===== src/rtl/hazard_pkg.sv =====
// Shared definitions for the MIPS32 pipeline hazard unit.
package hazard_pkg;

    localparam int unsigned TAM_REG = 5;
    localparam logic [TAM_REG-1:0] REG_ZERO = 5'd0;

    typedef enum logic [0:0] {
        EST_NORMAL     = 1'b0,
        EST_ESPERA_MEM = 1'b1
    } estado_t;

endpackage


===== src/rtl/unidade_hazard_if.sv =====
// Pipeline-side signal bundle of the hazard unit: hazard sources in, stall/flush controls out.
interface unidade_hazard_if
    import hazard_pkg::*;
#(
    parameter int unsigned CONT_TAM = 32
);
    logic [TAM_REG-1:0]  id_rs;
    logic [TAM_REG-1:0]  id_rt;
    logic                id_usa_rs;
    logic                id_usa_rt;
    logic                ex_mem_read;
    logic [TAM_REG-1:0]  ex_rt;
    logic                desvio_tomado;
    logic                mem_req;
    logic                mem_pronto;
    logic                limpar_contadores;

    logic                pc_parada;
    logic                parada_ifid;
    logic                limpar_ifid;
    logic                parada_idex;
    logic                limpar_idex;
    logic                parada_exmem;
    logic                limpar_exmem;
    logic                parada_memwb;
    logic                limpar_memwb;
    logic                erro_timeout;
    logic [CONT_TAM-1:0] contador_paradas;
    logic [CONT_TAM-1:0] contador_descartes;

    // Pipeline side: drives hazard sources, consumes controls.
    modport master (
        output id_rs, id_rt, id_usa_rs, id_usa_rt, ex_mem_read, ex_rt,
               desvio_tomado, mem_req, mem_pronto, limpar_contadores,
        input  pc_parada, parada_ifid, limpar_ifid, parada_idex, limpar_idex,
               parada_exmem, limpar_exmem, parada_memwb, limpar_memwb,
               erro_timeout, contador_paradas, contador_descartes
    );

    // Hazard unit side.
    modport slave (
        input  id_rs, id_rt, id_usa_rs, id_usa_rt, ex_mem_read, ex_rt,
               desvio_tomado, mem_req, mem_pronto, limpar_contadores,
        output pc_parada, parada_ifid, limpar_ifid, parada_idex, limpar_idex,
               parada_exmem, limpar_exmem, parada_memwb, limpar_memwb,
               erro_timeout, contador_paradas, contador_descartes
    );

endinterface


===== src/rtl/contador_saturado.sv =====
// Saturating up-counter with synchronous clear taking priority over increment.
module contador_saturado #(
    parameter int unsigned TAM = 32
) (
    input  logic           clock,
    input  logic           reset,
    input  logic           limpar,
    input  logic           inc,
    output logic [TAM-1:0] valor
);

    always_ff @(posedge clock or posedge reset) begin
        if (reset) begin
            valor <= '0;
        end else if (limpar) begin
            valor <= '0;
        end else if (inc && (valor != '1)) begin
            valor <= valor + 1'b1;
        end
    end

endmodule


===== src/rtl/unidade_hazard.sv =====
// Hazard controller: load-use stalls, taken-branch flushes and memory waits with timeout,
// plus saturating stall/flush statistics.
module unidade_hazard
    import hazard_pkg::*;
#(
    parameter int unsigned TIMEOUT  = 16,
    parameter int unsigned CONT_TAM = 32
) (
    input logic             clock,
    input logic             reset,
    unidade_hazard_if.slave hz
);

    localparam int unsigned CNT_TAM = $clog2(TIMEOUT + 1);
    localparam logic [CNT_TAM-1:0] CNT_MAX = CNT_TAM'(TIMEOUT);

    estado_t              estado;
    logic [CNT_TAM-1:0]   cnt;

    logic espera;
    logic stall_mem;
    logic load_use;
    logic descarte;

    logic pc_parada;
    logic parada_ifid;
    logic limpar_ifid;
    logic parada_idex;
    logic limpar_idex;
    logic parada_exmem;
    logic limpar_exmem;
    logic parada_memwb;
    logic limpar_memwb;

    assign espera = (estado == EST_ESPERA_MEM);

    assign stall_mem = (!espera && hz.mem_req && !hz.mem_pronto) ||
                       (espera && !hz.mem_pronto && (cnt < CNT_MAX));

    assign load_use = hz.ex_mem_read && (hz.ex_rt != REG_ZERO) &&
                      ((hz.id_usa_rs && (hz.ex_rt == hz.id_rs)) ||
                       (hz.id_usa_rt && (hz.ex_rt == hz.id_rt)));

    // Wait abandoned: the release cycle carries no stall, only the error pulse.
    assign hz.erro_timeout = !reset && espera && !hz.mem_pronto && (cnt == CNT_MAX);

    always_ff @(posedge clock or posedge reset) begin
        if (reset) begin
            estado <= EST_NORMAL;
            cnt    <= '0;
        end else begin
            unique case (estado)
                EST_NORMAL: begin
                    if (stall_mem) begin
                        estado <= EST_ESPERA_MEM;
                        cnt    <= CNT_TAM'(1);
                    end
                end
                EST_ESPERA_MEM: begin
                    if (stall_mem) begin
                        cnt <= cnt + 1'b1;
                    end else begin
                        estado <= EST_NORMAL;
                        cnt    <= '0;
                    end
                end
            endcase
        end
    end

    // Masked branch/load-use is not latched: EX and ID are frozen, so it reappears on release.
    always_comb begin
        pc_parada    = 1'b0;
        parada_ifid  = 1'b0;
        limpar_ifid  = 1'b0;
        parada_idex  = 1'b0;
        limpar_idex  = 1'b0;
        parada_exmem = 1'b0;
        limpar_exmem = 1'b0;
        parada_memwb = 1'b0;
        limpar_memwb = 1'b0;
        descarte     = 1'b0;
        if (reset) begin
            limpar_ifid  = 1'b1;
            limpar_idex  = 1'b1;
            limpar_exmem = 1'b1;
            limpar_memwb = 1'b1;
        end else if (stall_mem) begin
            pc_parada    = 1'b1;
            parada_ifid  = 1'b1;
            parada_idex  = 1'b1;
            parada_exmem = 1'b1;
            limpar_memwb = 1'b1;
        end else if (hz.desvio_tomado) begin
            limpar_ifid = 1'b1;
            limpar_idex = 1'b1;
            descarte    = 1'b1;
        end else if (load_use) begin
            pc_parada   = 1'b1;
            parada_ifid = 1'b1;
            limpar_idex = 1'b1;
        end
    end

    assign hz.pc_parada    = pc_parada;
    assign hz.parada_ifid  = parada_ifid;
    assign hz.limpar_ifid  = limpar_ifid;
    assign hz.parada_idex  = parada_idex;
    assign hz.limpar_idex  = limpar_idex;
    assign hz.parada_exmem = parada_exmem;
    assign hz.limpar_exmem = limpar_exmem;
    assign hz.parada_memwb = parada_memwb;
    assign hz.limpar_memwb = limpar_memwb;

    contador_saturado #(
        .TAM (CONT_TAM)
    ) u_cont_paradas (
        .clock  (clock),
        .reset  (reset),
        .limpar (hz.limpar_contadores),
        .inc    (pc_parada),
        .valor  (hz.contador_paradas)
    );

    contador_saturado #(
        .TAM (CONT_TAM)
    ) u_cont_descartes (
        .clock  (clock),
        .reset  (reset),
        .limpar (hz.limpar_contadores),
        .inc    (descarte),
        .valor  (hz.contador_descartes)
    );

endmodule


===== src/flat_wrapper.sv =====
// flat-port wrapper written by rule: the top's interface ports become plain ports
module unidade_hazard_flat import hazard_pkg::*;
#(
    parameter int unsigned TIMEOUT  = 16,
    parameter int unsigned CONT_TAM = 32
)
  (clock, reset, hz_id_rs, hz_id_rt, hz_id_usa_rs, hz_id_usa_rt, hz_ex_mem_read, hz_ex_rt, hz_desvio_tomado, hz_mem_req, hz_mem_pronto, hz_limpar_contadores, hz_pc_parada, hz_parada_ifid, hz_limpar_ifid, hz_parada_idex, hz_limpar_idex, hz_parada_exmem, hz_limpar_exmem, hz_parada_memwb, hz_limpar_memwb, hz_erro_timeout, hz_contador_paradas, hz_contador_descartes);
  unidade_hazard_if #(.CONT_TAM(CONT_TAM)) hz_i ();
  input logic clock;
  input logic reset;
  input wire logic [$bits(hz_i.id_rs)-1:0] hz_id_rs;
  input wire logic [$bits(hz_i.id_rt)-1:0] hz_id_rt;
  input wire logic [$bits(hz_i.id_usa_rs)-1:0] hz_id_usa_rs;
  input wire logic [$bits(hz_i.id_usa_rt)-1:0] hz_id_usa_rt;
  input wire logic [$bits(hz_i.ex_mem_read)-1:0] hz_ex_mem_read;
  input wire logic [$bits(hz_i.ex_rt)-1:0] hz_ex_rt;
  input wire logic [$bits(hz_i.desvio_tomado)-1:0] hz_desvio_tomado;
  input wire logic [$bits(hz_i.mem_req)-1:0] hz_mem_req;
  input wire logic [$bits(hz_i.mem_pronto)-1:0] hz_mem_pronto;
  input wire logic [$bits(hz_i.limpar_contadores)-1:0] hz_limpar_contadores;
  output wire logic [$bits(hz_i.pc_parada)-1:0] hz_pc_parada;
  output wire logic [$bits(hz_i.parada_ifid)-1:0] hz_parada_ifid;
  output wire logic [$bits(hz_i.limpar_ifid)-1:0] hz_limpar_ifid;
  output wire logic [$bits(hz_i.parada_idex)-1:0] hz_parada_idex;
  output wire logic [$bits(hz_i.limpar_idex)-1:0] hz_limpar_idex;
  output wire logic [$bits(hz_i.parada_exmem)-1:0] hz_parada_exmem;
  output wire logic [$bits(hz_i.limpar_exmem)-1:0] hz_limpar_exmem;
  output wire logic [$bits(hz_i.parada_memwb)-1:0] hz_parada_memwb;
  output wire logic [$bits(hz_i.limpar_memwb)-1:0] hz_limpar_memwb;
  output wire logic [$bits(hz_i.erro_timeout)-1:0] hz_erro_timeout;
  output wire logic [$bits(hz_i.contador_paradas)-1:0] hz_contador_paradas;
  output wire logic [$bits(hz_i.contador_descartes)-1:0] hz_contador_descartes;
  assign hz_i.id_rs = hz_id_rs;
  assign hz_i.id_rt = hz_id_rt;
  assign hz_i.id_usa_rs = hz_id_usa_rs;
  assign hz_i.id_usa_rt = hz_id_usa_rt;
  assign hz_i.ex_mem_read = hz_ex_mem_read;
  assign hz_i.ex_rt = hz_ex_rt;
  assign hz_i.desvio_tomado = hz_desvio_tomado;
  assign hz_i.mem_req = hz_mem_req;
  assign hz_i.mem_pronto = hz_mem_pronto;
  assign hz_i.limpar_contadores = hz_limpar_contadores;
  assign hz_pc_parada = hz_i.pc_parada;
  assign hz_parada_ifid = hz_i.parada_ifid;
  assign hz_limpar_ifid = hz_i.limpar_ifid;
  assign hz_parada_idex = hz_i.parada_idex;
  assign hz_limpar_idex = hz_i.limpar_idex;
  assign hz_parada_exmem = hz_i.parada_exmem;
  assign hz_limpar_exmem = hz_i.limpar_exmem;
  assign hz_parada_memwb = hz_i.parada_memwb;
  assign hz_limpar_memwb = hz_i.limpar_memwb;
  assign hz_erro_timeout = hz_i.erro_timeout;
  assign hz_contador_paradas = hz_i.contador_paradas;
  assign hz_contador_descartes = hz_i.contador_descartes;
  unidade_hazard #(.TIMEOUT(TIMEOUT), .CONT_TAM(CONT_TAM)) u_core (.clock(clock), .reset(reset), .hz(hz_i));
endmodule

===== config.mk =====
export PLATFORM = sky130hd
export DESIGN_NAME = unidade_hazard_flat
export DESIGN_NICKNAME = d
export VERILOG_FILES = /design/src/rtl/hazard_pkg.sv /design/src/rtl/unidade_hazard_if.sv /design/src/rtl/contador_saturado.sv /design/src/rtl/unidade_hazard.sv /design/src/flat_wrapper.sv
export SDC_FILE = /design/constraint.sdc
export NUM_CORES = 1
export LEC_CHECK = 0
export CELL_PAD_IN_SITES_DETAIL_PLACEMENT = 1
export CELL_PAD_IN_SITES_GLOBAL_PLACEMENT = 1
export CORE_MARGIN = 3
export CORE_UTILIZATION = 34
export CTS_BUF_LIST = sky130_fd_sc_hd__clkbuf_8 sky130_fd_sc_hd__clkbuf_16
export DETAILED_ROUTE_END_ITERATION = 16
export GPL_TIMING_DRIVEN = 0
export HOLD_SLACK_MARGIN = 0.15
export PLACE_DENSITY_LB_ADDON = 0.08
export SYNTH_ARGS = -nofsm -noshare
export SYNTH_HDL_FRONTEND = slang
export SYNTH_SLANG_ARGS = --single-unit

===== constraint.sdc =====
create_clock -name clock -period 3 [get_ports clock]
set_input_delay 0.6 -clock clock [delete_from_list [all_inputs] [get_ports clock]]
set_output_delay 0.6 -clock clock [all_outputs]
set_load 0.1 [all_outputs]

==> qor.csv <==
metric,value,unit
ys_seq_elements,70,
cp_max_fo,8,
nNetsFinal,605,
synth-seq-area-share,42.3,%
portBuffers,96,
startpoint_type,input port,
drv_cap,0,
utilization,48.8,%
first_pass_iters,4,
multiInputGateArea,2260,µm²
core,11700,µm²
cts_tree,yes,
numCtsBuffers,9,
synth_warnings,0,
vias_per_cell,5.63,
drcViolationCount,0,
io_pins,98,
dieArea,13600,µm²
antenna_found_initial,0,
p_seq_share,42.8,%
required,2.40,ns
syn_area,4150,µm²
final_area,5690,µm²
cts_buffer_depth,2,
gp_congestion,0.826,
finClkSkew,0.00529,ns
layout_min_cycle_time,2.87,ns
syn_to_final_growth,37.2,%
clkPwrFrac,44.8,%
grt_pass1_vias,4308,
worstMarginPinSlew,1.00,ns
min_path_type,flop to flop,
fin_crit_sh,95.8,%
p_int,1.66,mW
wl,13.2,mm
grt_pass1_wl,21.7,mm
cts_root_buf,clkbuf_16,
final_cell_mix,"clkdlybuf4s50_1, dfrtp_1, nor2_1, a21oi_1, nand2_1",
total_power,2.26,mW
power_leakage,2.21,nW
critPathCaptureType,primary output,
hold_viol,0,
placementRows,39,
h-tree-depth,3,
p_switching,0.597,mW
final-setup-viol-count,0,
grt_overflow_total,0,
n_fill_cell,1350,
seq_area,1750,µm²
die_h,116,µm
power_density,397,nW/µm²
cp_data_arrival_time,2.27,ns
clk_latency,0.34,ns
pwr-share-comb,12.4,%
clkTransAtPathRegs,0.06,ns
clkSinkCount,70,
place_area,5360,µm²
synth_fp_nets,492,
n_antenna_cell,0,
dpl.hpwl,9.72,mm
layout_commonest_cell,clkdlybuf4s50_1,
antenna_left,0,
switching_share,26.4,%
grtUsageTotal,20.3,%
finalSetupTns,0,ns
path_class,input port to primary output,
postSynthCellCount,464,
avgSynthCellArea,8.93,µm²
grt_max_degree,40,
status,finished clean,
vias,4070,
max_freq,0.348,GHz
cts-hold-fix-buffers,0,
wl_per_cell,18.3,µm
die_w,116,µm
slew_headroom,32.8,%
report.final.slew_viol_count,0,
vdd.ir_drop.worst,0.176,mV
drive_above_1_share,10.7,%
drtIter0Drc,154,
grt_setup_unrepaired,false,
initial_core_util,35.5,%
synth.distinct_cells,50,
==> power groups by stage <==
| stage | registers, mW | clock network, mW | logic [mW] |
|---|---|---|---|
| finish | 0.966 | 1.01 | 0.280 |
| global route | 0.966 | 1.07 | 0.302 |
| CTS | 0.966 | 1.03 | 0.280 |
| detailed placement | 0.982 | 0 | 0.279 |
| global placement | 0.981 | 0 | 0.266 |
| floorplan | 0.999 | 0 | 0.159 |
==> worst max-delay path: stages <==
cell,delay (ns)
clkdlybuf4s50_1,0.48
nand2b_1,0.06
a21o_1,0.29
nor2_4,0.18
buf_4,0.12
clkdlybuf4s15_2,0.54
==> area by class of cell <==
cell class	instances	share of cell area, %
sequential	70	30.8
inverter	10	0.770
multi-input combinational	360	39.7
clock buffer	12	4.69
timing repair buffer	102	18.4
buffer	24	2.35
clock inverter	2	0.154
tap	143	3.15
==> repair_timing <==
| item | in CTS | in global routing |
|---|---|---|
| resized for setup | 40 | 3 |
| pin swaps | 1 | 0 |
| buffers inserted | 3 | 0 |
| gates cloned | 0 | 1 |
| setup endpoints to repair | 16 | 6 |
| hold endpoints to repair | 0 | 0 |
==> path summary, 6_finish.rpt <==
| kind | depth (start not counted) | endpoint | slack [ns] | startpoint |
|---|---|---|---|---|
| worst max-delay path | 6 | hz_parada_idex | 0.13 | hz_mem_req |
| worst min-delay path | 1 | u_core.cnt[0] | 0.52 | u_core.espera |
| worst max register to register | 8 | u_core.u_cont_paradas.valor[8] | 0.56 | u_core.u_cont_paradas.valor[0] |
| worst min register to register | 1 | u_core.cnt[0] | 0.52 | u_core.espera |
| max in group asynchronous | 4 | u_core.u_cont_descartes.valor[5] | 2.10 | reset |
| min in group asynchronous | 3 | u_core.u_cont_paradas.valor[30] | 0.54 | reset |
==> cells in the mapped netlist, drive strengths merged <==
master	number	share of area, %
nand2	39	3.6
nand3	33	4.0
clkbuf	13	1.2
nand4	21	3.2
buf	11	2.0
nor3	7	0.97
and3	15	2.4
mux2	6	2.0
nand2b	2	0.30
mux2i	1	0.24
nor2b	7	1.1
conb	1	0.090
dfrtp	70	42
or3	23	3.5
xnor2	23	4.9
o31ai	12	2.2
a21oi	38	4.9
and4b	1	0.24
o22ai	1	0.15
or4	14	2.5
o21ai	23	2.9
a31oi	1	0.15
nor4b	1	0.21
and4	10	2.2
nor2	38	3.5
ha	4	1.2
and2	3	0.45
a21o	4	0.72
or2	2	0.30
xor2	11	2.3
nand3b	2	0.45
inv	10	0.97
a22o	3	0.63
nor4	14	2.5
==> flip-flops by register name, indices dropped and copies added (netlist names) <==
signal,flops
u_core.u_cont_paradas.valor,32
u_core.u_cont_descartes.valor,32
u_core.espera,1
u_core.cnt,5
==> stage by stage <==
step,worst slack [ns],hold slack (ns),std cells
after CTS,0.0176,0.539,722
after global routing,0.0569,0.550,723
after floorplan,-0.232,0.474,464
final,0.127,0.524,723
after detailed placement,-1.17,0.530,705
after global placement,-2.07,0.504,703
==> kinds of logic (layout without fill, tap and decap cells) <==
group / after synthesis / in the layout / synth area share, %
DFF: 70 / 70 / 42.3
xor gates and xnor gates: 34 / 34 / 7.18
buffers and inverters: 34 / 150 / 4.20
other: 1 / 1 / 0.0905
AOI/OAI and AO/OA: 82 / 82 / 11.6
adders and majority gates: 4 / 4 / 1.21
muxes: 7 / 7 / 2.23
and+or+nand+nor: 232 / 232 / 31.3
==> per-layer routing <==
| metal | track usage (%) | vias up | share of wire [%] |
|---|---|---|---|
| met1 | 25.9 | 2054 | 45 |
| met3 | 2.85 | 19 | 3.2 |
| met4 | 7.73 | 0 | 2.0 |
| met5 | 0 | - | 0 |
| li1 | - | 1913 | - |
| met2 | 34.9 | 84 | 50 |
(Power assumes the default switching activity.)
